===== src/rtl/vuprs_adc_sample_scheduler.sv =====
// vuprs_adc_sample_scheduler
// Drives a shared trigger to the two AD7606 controllers from a programmable
// sample period, waits for both to finish, and reports valid samples.
// Also handles burst length, start/stop, a per-sample timeout, overrun
// counting and sticky error/timeout flags.
module vuprs_adc_sample_scheduler #(
    parameter int TRIG_HIGH_CYCLES = 4,
    parameter int TIMEOUT_CYCLES   = 5000,
    parameter int DIV_WIDTH        = 24,
    parameter int CNT_WIDTH        = 32
) (
    input  logic                 clk,
    input  logic                 rst,
    input  logic [DIV_WIDTH-1:0] cfg_period,
    input  logic [15:0]          cfg_burst_len,
    input  logic                 start,
    input  logic                 stop,
    input  logic                 adc_reset_down_a,
    input  logic                 adc_reset_down_b,
    input  logic                 adc_sampling_a,
    input  logic                 adc_sampling_b,
    input  logic                 adc_error_a,
    input  logic                 adc_error_b,
    output logic                 adc_trigger,
    output logic                 sample_valid,
    output logic [CNT_WIDTH-1:0] sample_index,
    output logic [CNT_WIDTH-1:0] overrun_cnt,
    output logic                 run_busy,
    output logic                 run_done,
    output logic                 err_flag,
    output logic                 timeout_flag
);

    typedef enum logic [2:0] {
        IDLE,
        WAIT_RDY,
        TRIG,
        WAIT_BUSY,
        WAIT_DONE,
        HOLD
    } state_t;

    localparam int TRIG_W = $clog2(TRIG_HIGH_CYCLES + 1);
    localparam int TMO_W  = $clog2(TIMEOUT_CYCLES + 1);
    localparam logic [DIV_WIDTH-1:0] P_MIN = DIV_WIDTH'(TRIG_HIGH_CYCLES + 2);

    // The period must leave room for the full trigger pulse plus a low cycle.
    function automatic logic [DIV_WIDTH-1:0] clamp_period(input logic [DIV_WIDTH-1:0] p);
        return (p < P_MIN) ? P_MIN : p;
    endfunction

    // Overrun counter holds at all-ones instead of wrapping.
    function automatic logic [CNT_WIDTH-1:0] sat_inc(input logic [CNT_WIDTH-1:0] v);
        return (&v) ? v : v + CNT_WIDTH'(1);
    endfunction

    state_t               state;
    logic [DIV_WIDTH-1:0] period_q;
    logic [15:0]          burst_q;
    logic [DIV_WIDTH-1:0] ptimer;
    logic [TRIG_W-1:0]    trig_cnt;
    logic [TMO_W-1:0]     tmo_cnt;
    logic                 seen_a;
    logic                 seen_b;
    logic                 stop_pending;

    logic                 tick;
    logic                 both_rdy;
    logic                 both_busy;
    logic                 both_idle;
    logic                 tmo_hit;
    logic                 trig_last;
    logic                 stop_req;
    logic [CNT_WIDTH-1:0] index_next;
    logic                 burst_hit;

    assign tick       = run_busy && (ptimer == period_q - DIV_WIDTH'(1));
    assign both_rdy   = adc_reset_down_a && adc_reset_down_b;
    assign both_busy  = (adc_sampling_a || seen_a) && (adc_sampling_b || seen_b);
    assign both_idle  = !adc_sampling_a && !adc_sampling_b;
    assign tmo_hit    = (tmo_cnt == TMO_W'(TIMEOUT_CYCLES - 1));
    assign trig_last  = (trig_cnt == TRIG_W'(TRIG_HIGH_CYCLES - 1));
    assign stop_req   = stop || stop_pending;
    assign index_next = sample_index + CNT_WIDTH'(1);
    assign burst_hit  = (burst_q != 16'd0) && (index_next == CNT_WIDTH'(burst_q));

    // Free-running period timer; restarts when the first trigger of a run fires.
    always_ff @(posedge clk) begin
        if (rst || !run_busy) begin
            ptimer <= '0;
        end else if (tick || (state == WAIT_RDY && both_rdy && !stop_req)) begin
            ptimer <= '0;
        end else begin
            ptimer <= ptimer + DIV_WIDTH'(1);
        end
    end

    // Run sequencing FSM with all outputs registered.
    always_ff @(posedge clk) begin
        if (rst) begin
            state        <= IDLE;
            adc_trigger  <= 1'b0;
            sample_valid <= 1'b0;
            sample_index <= '0;
            overrun_cnt  <= '0;
            run_busy     <= 1'b0;
            run_done     <= 1'b0;
            err_flag     <= 1'b0;
            timeout_flag <= 1'b0;
            trig_cnt     <= '0;
            tmo_cnt      <= '0;
            seen_a       <= 1'b0;
            seen_b       <= 1'b0;
            stop_pending <= 1'b0;
        end else begin
            sample_valid <= 1'b0;
            run_done     <= 1'b0;

            if (state != IDLE && (adc_error_a || adc_error_b)) begin
                err_flag <= 1'b1;
            end
            // A stop seen mid-sample is remembered; the sample still completes.
            if (state != IDLE && stop) begin
                stop_pending <= 1'b1;
            end

            case (state)
                IDLE: begin
                    if (start) begin
                        state        <= WAIT_RDY;
                        run_busy     <= 1'b1;
                        period_q     <= clamp_period(cfg_period);
                        burst_q      <= cfg_burst_len;
                        sample_index <= '0;
                        err_flag     <= 1'b0;
                        timeout_flag <= 1'b0;
                        stop_pending <= 1'b0;
                    end
                end

                WAIT_RDY: begin
                    if (stop_req) begin
                        state        <= IDLE;
                        run_busy     <= 1'b0;
                        run_done     <= 1'b1;
                        adc_trigger  <= 1'b0;
                        stop_pending <= 1'b0;
                    end else if (both_rdy) begin
                        state       <= TRIG;
                        adc_trigger <= 1'b1;
                        trig_cnt    <= '0;
                        tmo_cnt     <= '0;
                        seen_a      <= 1'b0;
                        seen_b      <= 1'b0;
                    end
                end

                TRIG: begin
                    // Busy may already rise while the trigger is still high.
                    seen_a  <= seen_a || adc_sampling_a;
                    seen_b  <= seen_b || adc_sampling_b;
                    tmo_cnt <= tmo_cnt + TMO_W'(1);
                    if (tick) begin
                        overrun_cnt <= sat_inc(overrun_cnt);
                    end
                    if (trig_last) begin
                        adc_trigger <= 1'b0;
                        state       <= WAIT_BUSY;
                    end else begin
                        trig_cnt <= trig_cnt + TRIG_W'(1);
                    end
                end

                WAIT_BUSY: begin
                    seen_a  <= seen_a || adc_sampling_a;
                    seen_b  <= seen_b || adc_sampling_b;
                    tmo_cnt <= tmo_cnt + TMO_W'(1);
                    if (tick) begin
                        overrun_cnt <= sat_inc(overrun_cnt);
                    end
                    if (tmo_hit) begin
                        timeout_flag <= 1'b1;
                        state        <= HOLD;
                    end else if (both_busy) begin
                        state <= WAIT_DONE;
                    end
                end

                WAIT_DONE: begin
                    tmo_cnt <= tmo_cnt + TMO_W'(1);
                    if (tmo_hit) begin
                        timeout_flag <= 1'b1;
                        state        <= HOLD;
                        if (tick) begin
                            overrun_cnt <= sat_inc(overrun_cnt);
                        end
                    end else if (both_idle) begin
                        sample_valid <= 1'b1;
                        sample_index <= index_next;
                        if (burst_hit || stop_req) begin
                            state        <= IDLE;
                            run_busy     <= 1'b0;
                            run_done     <= 1'b1;
                            adc_trigger  <= 1'b0;
                            stop_pending <= 1'b0;
                        end else if (tick) begin
                            // Tick coinciding with completion counts as a HOLD tick.
                            state       <= TRIG;
                            adc_trigger <= 1'b1;
                            trig_cnt    <= '0;
                            tmo_cnt     <= '0;
                            seen_a      <= 1'b0;
                            seen_b      <= 1'b0;
                        end else begin
                            state <= HOLD;
                        end
                    end else if (tick) begin
                        overrun_cnt <= sat_inc(overrun_cnt);
                    end
                end

                HOLD: begin
                    if (stop_req) begin
                        state        <= IDLE;
                        run_busy     <= 1'b0;
                        run_done     <= 1'b1;
                        adc_trigger  <= 1'b0;
                        stop_pending <= 1'b0;
                    end else if (tick) begin
                        state       <= TRIG;
                        adc_trigger <= 1'b1;
                        trig_cnt    <= '0;
                        tmo_cnt     <= '0;
                        seen_a      <= 1'b0;
                        seen_b      <= 1'b0;
                    end
                end

                default: begin
                    state       <= IDLE;
                    run_busy    <= 1'b0;
                    adc_trigger <= 1'b0;
                end
            endcase
        end
    end

endmodule

===== config.mk =====
export PLATFORM = sky130hd
export DESIGN_NAME = vuprs_adc_sample_scheduler
export DESIGN_NICKNAME = d
export VERILOG_FILES = /design/src/rtl/vuprs_adc_sample_scheduler.sv
export SDC_FILE = /design/constraint.sdc
export NUM_CORES = 1
export LEC_CHECK = 0
export ABC_AREA = 1
export CAP_MARGIN = 30
export CORE_MARGIN = 5
export CORE_UTILIZATION = 40
export CTS_CLUSTER_SIZE = 10
export DETAILED_ROUTE_END_ITERATION = 7
export DONT_BUFFER_PORTS = 1
export GPL_TIMING_DRIVEN = 0
export HOLD_SLACK_MARGIN = 0.02
export PLACE_DENSITY = 0.66
export SLEW_MARGIN = 25
export SYNTH_ARGS = -nofsm -noshare
export SYNTH_HDL_FRONTEND = slang
export SYNTH_SLANG_ARGS = --single-unit
export TNS_END_PERCENT = 10

===== constraint.sdc =====
create_clock -name clk -period 3.4 [get_ports clk]
set_input_delay 0.51 -clock clk [delete_from_list [all_inputs] [get_ports clk]]
set_output_delay 0.51 -clock clk [all_outputs]
set_load 0.05 [all_outputs]

### After elaboration in Yosys (flattened, before gate mapping)

Index checks and enable logic that the tools add are counted.

* register bits: 156
* input port bits: 50
* output and inout port bits: 70
* logic and storage cells: 188

* add/subtract/negate cells: 6
* magnitude comparators: 1
* equality and inequality tests: 27
* multiplexer cells: 88
* bitwise logic cells: 4
* reductions and logical operators: 45

Operators with widths (number)
* 2-to-1 mux 32 bit: 7
* one-hot mux 32 bit (2 select lines): 2
* 2-to-1 mux 13 bit: 8
* adder 32 x 1 -> 32 bit (second input constant): 2
* 2-to-1 mux 3 bit: 20
* one-hot mux 13 bit (4 select lines): 1
* 2-to-1 mux 1 bit: 41
* == test 32 x 16 -> 1 bit: 1
* AND reduction 32 bit: 1
* adder 24 x 1 -> 24 bit (second input constant): 1
* == test 24 bit: 1
* less-than comparator 24 x 3 -> 1 bit (second input constant): 1
* subtractor 24 x 1 -> 24 bit (second input constant): 1
* inequality test 2 bit (second input constant): 11
* one-hot mux 3 bit (6 select lines): 1
* nonzero test 16 bit: 1
* inequality test 3 bit (second input constant): 5
* adder 13 x 1 -> 13 bit (second input constant): 1
* == test 13 bit (second input constant): 1
* one-hot mux 1 bit (4 select lines): 3
* one-hot mux 3 bit (4 select lines): 1
* AND reduction 6 bit: 2
* AND reduction 5 bit: 2
* OR reduction 2 bit: 5
* 22 further kinds: 51

### Depth between registers and ports, before layout

Gate-level depths: netlist (run 1).

* depth in word-level cells: 8
* mapped depth: 20
* mapped depth without buffers: 19

### Worst setup path before layout (run 1)

OpenSTA, ideal clock, no wires.

* path type: input to register
* from: in rst
* to: reg burst_q[0] (enable)
* setup time: 0.437 ns
* arrival: 2.624 ns
* required time: 2.963 ns
* setup slack: 0.338 ns
* stages: 3
* buffers on the path: 2
* cell sequence: clkbuf_1 -> buf_1 -> nor2_1

* word-level cells in the longest chain between the ends: 2

Ends and longest elaborated chain
* start, declared: RTL line 13 `input logic rst,`
* inverter 1 bit (no source line)
* AND reduction 3 bit (no source line)
* end signal, assigned: RTL line 133 `burst_q <= cfg_burst_len;`
* end, declared: RTL line 59 `logic [15:0] burst_q;`

No other way between the ends.
A chain may end at the register's enable or synchronous reset.

### Worst setup path in the final report (run 1)

* from: reg overrun_cnt[1]
* to: reg overrun_cnt[14]

* word-level cells in the longest chain between the ends: 6
* elaborated cells between the ends (all ways): 7
* those cells by class: 1 x add/sub; 5 x mux; 1 x reduce/logical

Ends and longest elaborated chain
* start, declared: RTL line 27 `output logic [CNT_WIDTH-1:0] overrun_cnt,`
* start signal, assigned: RTL line 164 `overrun_cnt <= sat_inc(overrun_cnt);`
* start signal, assigned: RTL line 179 `overrun_cnt <= sat_inc(overrun_cnt);`
* start signal, assigned: RTL line 195 `overrun_cnt <= sat_inc(overrun_cnt);`
* adder 32 x 1 -> 32 bit or AND reduction 32 bit (tied branches): RTL line 54 `return (&v) ? v : v + CNT_WIDTH'(1);`
* 2-to-1 mux 32 bit *: RTL line 54
* 2-to-1 mux 32 bit *
* 2-to-1 mux 32 bit: RTL line 197 `end else if (both_idle) begin`
* 2-to-1 mux 32 bit: RTL line 191 `if (tmo_hit) begin`
* one-hot mux 32 bit (2 select lines) *: RTL line 127 `case (state)`

Every way passes the cells marked *; elsewhere a longest branch is shown, timed or not. The select of a mux whose other input is x is not followed.

==> results of run 1 <==
[routing by layer]
layer  wire [µm]  share of wire, %  vias to the layer above  track usage [%]
li1            -                 -                     4697                -
met2       12100                45                      315             31.6
met1       12000                44                     4194             26.0
met3        2380               8.8                       40             6.01
met5           0                 0                        -                0
met4         476               1.8                        0             5.81
[power groups by stage]
stage	Clock [µW]	Sequential [µW]	Combinational [µW]
6_report	1810	2100	654
5_1_grt	1940	2120	742
4_1_cts	1850	2110	654
3_5_place_dp	0	2150	651
3_3_place_gp	0	2150	634
2_1_floorplan	0	2120	495
[final cells by class]
class	instances	area share, %
buffer	46	1.94
clock buffer	19	4.05
clock inverter	13	1.12
inverter	162	5.69
multi-input combinational	1076	50.0
sequential	156	33.2
tap	324	3.79
timing repair buffer	1	0.187
[kinds of logic after synthesis]
kind of cell	share of synthesized area [%]
XOR/XNOR	6.17
AND/OR/NAND/NOR	39.9
AO/OA/AOI/OAI	8.22
buffers and inverters	8.43
adder cells (fa/ha/maj)	0.905
flip-flops	36.4
[worst paths after layout]
| path | cells past startpoint | slack, ps | from | end |
|---|---|---|---|---|
| max | 13 | 250 | overrun_cnt[1]$_SDFFE_PP0P_ | overrun_cnt[14]$_SDFFE_PP0P_ |
| min | 0 | 160 | cfg_burst_len[11] | burst_q[11]$_DFFE_PP_ |
| max reg2reg | 13 | 250 | overrun_cnt[1]$_SDFFE_PP0P_ | overrun_cnt[14]$_SDFFE_PP0P_ |
| min reg2reg | 2 | 480 | seen_b$_SDFFE_PP0P_ | seen_b$_SDFFE_PP0P_ |
[flip-flops by register name, summed over array words and instances, names as in the netlist, 3 cells and up]
register and count:
overrun_cnt 32, sample_index 32, period_q 24, ptimer 24
burst_q 16, tmo_cnt 13, state 3, trig_cnt 3
[metrics by stage]
step	TNS, ps	total power (µW)
finish	0	4570
global route	0	4800
CTS	0	4610
detailed placement	0	2800
global placement	-33960	2790
floorplan	0	2620
[worst reg2reg max path: stages (launching register included)]
cell	delay [ps]
dfxtp_1	710
ha_1	270
inv_1	80
nor3_1	210
nand3_1	310
inv_1	210
nand4_1	150
nor2_1	230
a21boi_1	180
nand4_2	190
buf_6	210
nor2_2	60
a21oi_1	170
nor3b_2	60
[synthesized netlist by cell type (all sizes together)]
cell	count	area share [%]
o2111ai	3	0.27
nor3	36	2.0
ha	7	0.91
nor2	235	10
nor4	21	1.4
clkbuf	36	1.4
o21ai	33	1.7
a21boi	1	0.078
a211oi	2	0.16
o211ai	2	0.16
xnor2	28	2.5
a31oi	6	0.39
o21bai	3	0.23
xnor3	2	0.47
nor3b	6	0.52
dfxtp	116	24
and3	1	0.065
o211a	1	0.10
a32o	1	0.10
edfxtp	40	12
nand3	90	5.0
nand3b	15	1.2
a22oi	1	0.13
buf	10	0.75
nand4	41	2.7
inv	162	6.3
a21oi	86	4.4
o22ai	1	0.065
nand2	402	16
xor2	35	3.2
or2	8	0.52
and2	4	0.26
o21a	5	0.39
[timing repair]
item                                    in CTS  in global routing
endpoints found under the setup margin       8                 18
buffers inserted                             0                  0
gates resized for setup                      2                 18
[cell usage in the layout, fill, tap and decap left out, types with 5 or more instances in the layout]
cell type and count:
a21oi_1 86, a31oi_1 6, clkbuf_1 38, clkbuf_16 17
dfxtp_1 98, dfxtp_2 16, edfxtp_1 40, ha_1 7
inv_1 158, nand2_1 395, nand2_2 5, nand3_1 85
nand3b_1 15, nand4_1 40, nor2_1 205, nor2_2 21
nor2_4 8, nor3_1 34, nor3b_1 5, nor4_1 21
o21a_1 5, o21ai_0 27, o21ai_1 6, or2_2 8
xnor2_1 28, xor2_1 35
==> impl_metrics.ini, run 1 <==
[status]
status = finished, final reports clean

[yosys]
avgSynthCellArea_um2 = 6.72
netlist_area_um2 = 9680
synth_cell_type_count = 48
syn-num-nets = 1497
ys_seq_area_share_pct = 36.4
ys_ff_latch = 156
yosysWarnings = 0
synthCells = 1440

[finish]
nets = 1517
finalNonFillerCells = 1797
final.fill_count = 2483
antenna-diode-count = 0
final_area_um2 = 10700
register_area_um2 = 3550
areaGrowthSynthToFinish_pct = 10.5
multi_input_area_um2 = 5350
final_util_pct = 44.5
layout-drive-gt1-share_pct = 7.88

[timing]
hold_viol = 0
worst_pin_slew_ps = 1020
min_period_ps = 3150
fin_worst_skew_ps = 15.2
setup_slack_ps = 251
rsz0062_at_grt = no
layout_worst_path_cycle_share_pct = 92.6
max_slew_margin_pct = 31.2
setup_violations = 0
clock.fmax_mhz = 318
whs_ps = 165
slew_viol_final = 0

[power]
power.leakage_uw = 0.00382
power_frac_comb_pct = 14.3
pwr_density_cell_nw_per_um2 = 428
internal_power_uw = 3220
p_clk_share_pct = 39.7
pwr-share-seq_pct = 46.0
ir_drop_v = 0.000269
net-switching-power_uw = 1350
swShare_pct = 29.6

[cts]
path_clk_slew_ps = 70
numCtsBuffers = 17
cts_root_buffer = clkbuf_16
cts_sinks = 156
cts_buffer_depth = 2
cts_tree = done
h-tree-depth = 4
postCtsHoldBufs = 0
clock_latency_ps = 440

[drt]
via_count = 9246
ant_nets = 0
wire_per_inst_um = 15.0
via_per_inst = 5.15
routed_wl_um = 27000
firstDrtPassIters = 6
drc = 0
drt_iter0_drc = 802

[placed_design]
hpwl_um = 21200
io_buffers = 0
place_area_um2 = 10100
place_congestion = 0.927
pre_cts_ws_ps = 17.5
place_inst = 1765

[grt]
grt_first_pass_wirelength_um = 43300
antenna_found_initial = 0
grt_max_degree = 28
grt_pass1_vias = 8742
overflow = 0
grt_use_total_pct = 19.8

[floorplan]
dieArea_um2 = 27400
rows = 57
fp.dieW_um = 166
die_y_um = 166
ios = 120
initial_core_util_pct = 40.3
core-area_um2 = 24000

[setup_path]
cpMostUsedCell = inv_1
cp_data_required_time_ps = 3690
cp_slowest_cell = dfxtp_1
worstPathCellList = ha_1 -> inv_1 -> nor3_1 -> nand3_1 -> inv_1 -> nand4_1 -> nor2_1 -> a21boi_1 -> nand4_2 -> buf_6 -> nor2_2 -> a21oi_1 -> nor3b_2
worstPathArrival_ps = 3440
crit_fanout = 10
cp_top_family = simple AND/OR/NAND/NOR gates
crit_path_max_incr_delay_ps = 710
startpoint_type = register
crit_path_end_kind = register
crit_buf_inv = 3
crit_type = reg2reg

[job]
timing.max_cap.violations = 0

[hold_path]
hold_path.class = in2reg
Power figures use the tool's default switching activity.
==> inputs of run 2 (changes only) <==
--- a/config.mk
+++ b/config.mk
@@ -8,13 +8,13 @@
 export ABC_AREA = 1
 export CAP_MARGIN = 30
 export CORE_MARGIN = 5
-export CORE_UTILIZATION = 40
+export CORE_UTILIZATION = 60
 export CTS_CLUSTER_SIZE = 10
 export DETAILED_ROUTE_END_ITERATION = 7
 export DONT_BUFFER_PORTS = 1
 export GPL_TIMING_DRIVEN = 0
 export HOLD_SLACK_MARGIN = 0.02
-export PLACE_DENSITY = 0.66
+export PLACE_DENSITY = 0.88
 export SLEW_MARGIN = 25
 export SYNTH_ARGS = -nofsm -noshare
 export SYNTH_HDL_FRONTEND = slang
==> impl_metrics.ini, run 2 (synthesis results as in run 1) <==
[placed_design]
io_buffers = 0
pre_cts_ws_ps = 72.4
place_inst = 1657
hpwl_um = 20300
place_area_um2 = 9970
place_congestion = 0.991

[cts]
h-tree-depth = 4
clock_latency_ps = 440
numCtsBuffers = 17
cts_tree = done
cts_buffer_depth = 2
cts_setup_buffers = 0
cts_resized = 0
path_clk_slew_ps = 70
cts_root_buffer = clkbuf_16
postCtsHoldBufs = 0
cts_sinks = 156

[drt]
routed_wl_um = 26500
drt_iter0_drc = 898
via_per_inst = 5.74
firstDrtPassIters = 6
drc = 0
wire_per_inst_um = 15.7
via_count = 9694
ant_nets = 0

[hold_path]
hold_start = cfg_burst_len[15]
hold_path.class = in2reg

[setup_path]
crit_buf_inv = 3
worstPathCellList = ha_1 -> inv_1 -> nor3_1 -> nand3_1 -> inv_1 -> nand4_1 -> nor2_1 -> a21boi_1 -> nand4_2 -> buf_6 -> nor3_2 -> a21oi_1 -> o21a_1
cp_slowest_cell = dfxtp_1
startpoint_type = register
worstPathArrival_ps = 3630
cpMostUsedCell = inv_1
crit_type = reg2reg
r2r-start = overrun_cnt[1]$_SDFFE_PP0P_
crit_path_start = overrun_cnt[1]$_SDFFE_PP0P_
cp_top_family = simple AND/OR/NAND/NOR gates
crit_path_end_kind = register
crit_path_max_incr_delay_ps = 730
crit_fanout = 10
cp_data_required_time_ps = 3780

[status]
status = finished, final reports clean

[floorplan]
die_y_um = 137
dieArea_um2 = 18800
core-area_um2 = 15800
initial_core_util_pct = 61.1
rows = 46
ios = 120
fp.dieW_um = 137

[finish]
reg.largest.list = overrun_cnt (32), sample_index (32)
nets = 1517
layout_common_cells = nand2_1 (395), nor2_1 (205), inv_1 (158)
antenna-diode-count = 0
final.fill_count = 1354
areaGrowthSynthToFinish_pct = 9.10
finalNonFillerCells = 1689
final_common_cell = nand2_1
final_area_um2 = 10600
layout-drive-gt1-share_pct = 7.40
final_util_pct = 66.7

[power]
p_clk_share_pct = 39.9
power_frac_comb_pct = 14.5
total_power_uw = 4620
ir_drop_v = 0.000388
power.leakage_uw = 0.00384
internal_power_uw = 3270
pwr-share-seq_pct = 45.6
pwr_density_cell_nw_per_um2 = 437
net-switching-power_uw = 1350
swShare_pct = 29.2

[timing]
layout_worst_path_cycle_share_pct = 95.7
max_slew_margin_pct = 39.1
slew_viol_final = 0
fin_worst_skew_ps = 12.7
min_period_ps = 3250
setup_violations = 0
clock.fmax_mhz = 307
worst_pin_slew_ps = 905
hold_viol = 0
setup_slack_ps = 146
rsz0062_at_grt = no

[grt]
grt_pass1_vias = 8869
grt_use_total_pct = 28.3
antenna_found_initial = 1
grt_max_degree = 29
overflow = 0
grt_first_pass_wirelength_um = 42200

[job]
timing.max_cap.violations = 0
run 2: cell count changes in the layout (fill, tap and decap cells not counted), sizes merged:
| cell | delta |
|---|---|
| inv | -2 |
| clkinvlp | -2 |
| bufinv | -1 |
| clkbuf | +5 |
run 2: power groups by stage:
stage	clock [µW]	sequential, µW	combinational [µW]
2_1_floorplan	0	2120	495
3_3_place_gp	0	2150	630
3_5_place_dp	0	2140	659
4_1_cts	1850	2100	663
5_1_grt	1940	2110	749
6_report	1840	2100	668
run 2: layout make-up:
cell class	count	area [µm²]	area share (%)
sequential	156	3540	33.5
multi-input combinational	1076	5350	50.6
buffer	46	208	1.97
timing repair buffer	1	20.0	0.190
clock buffer	24	514	4.87
inverter	162	608	5.76
clock inverter	8	56.3	0.533
tap	216	270	2.56
run 2: metal layers:
layer / up-vias / part of all wire, % / global-route usage [%]
met5: - / 0 / 0
met4: 0 / 2.6 / 10.8
met3: 62 / 12 / 7.32
met2: 511 / 45 / 44.6
met1: 4412 / 41 / 37.4
li1: 4709 / - / -
run 2: through the flow:
stage	TNS, ps	hold WS [ps]
after detailed placement	0	480
after global placement	-29690	462
after floorplan	0	448
final	0	171
after CTS	0	158
after global routing	0	155
run 2: final timing paths:
| kind | to | slack [ps] | cells past startpoint |
|---|---|---|---|
| worst max register to register | overrun_cnt[17]$_SDFFE_PP0P_ | 150 | 13 |
| worst min register to register | seen_a$_SDFFE_PP0P_ | 480 | 2 |
| worst min-delay path | burst_q[15]$_DFFE_PP_ | 170 | 0 |
| worst max-delay path | overrun_cnt[17]$_SDFFE_PP0P_ | 150 | 13 |
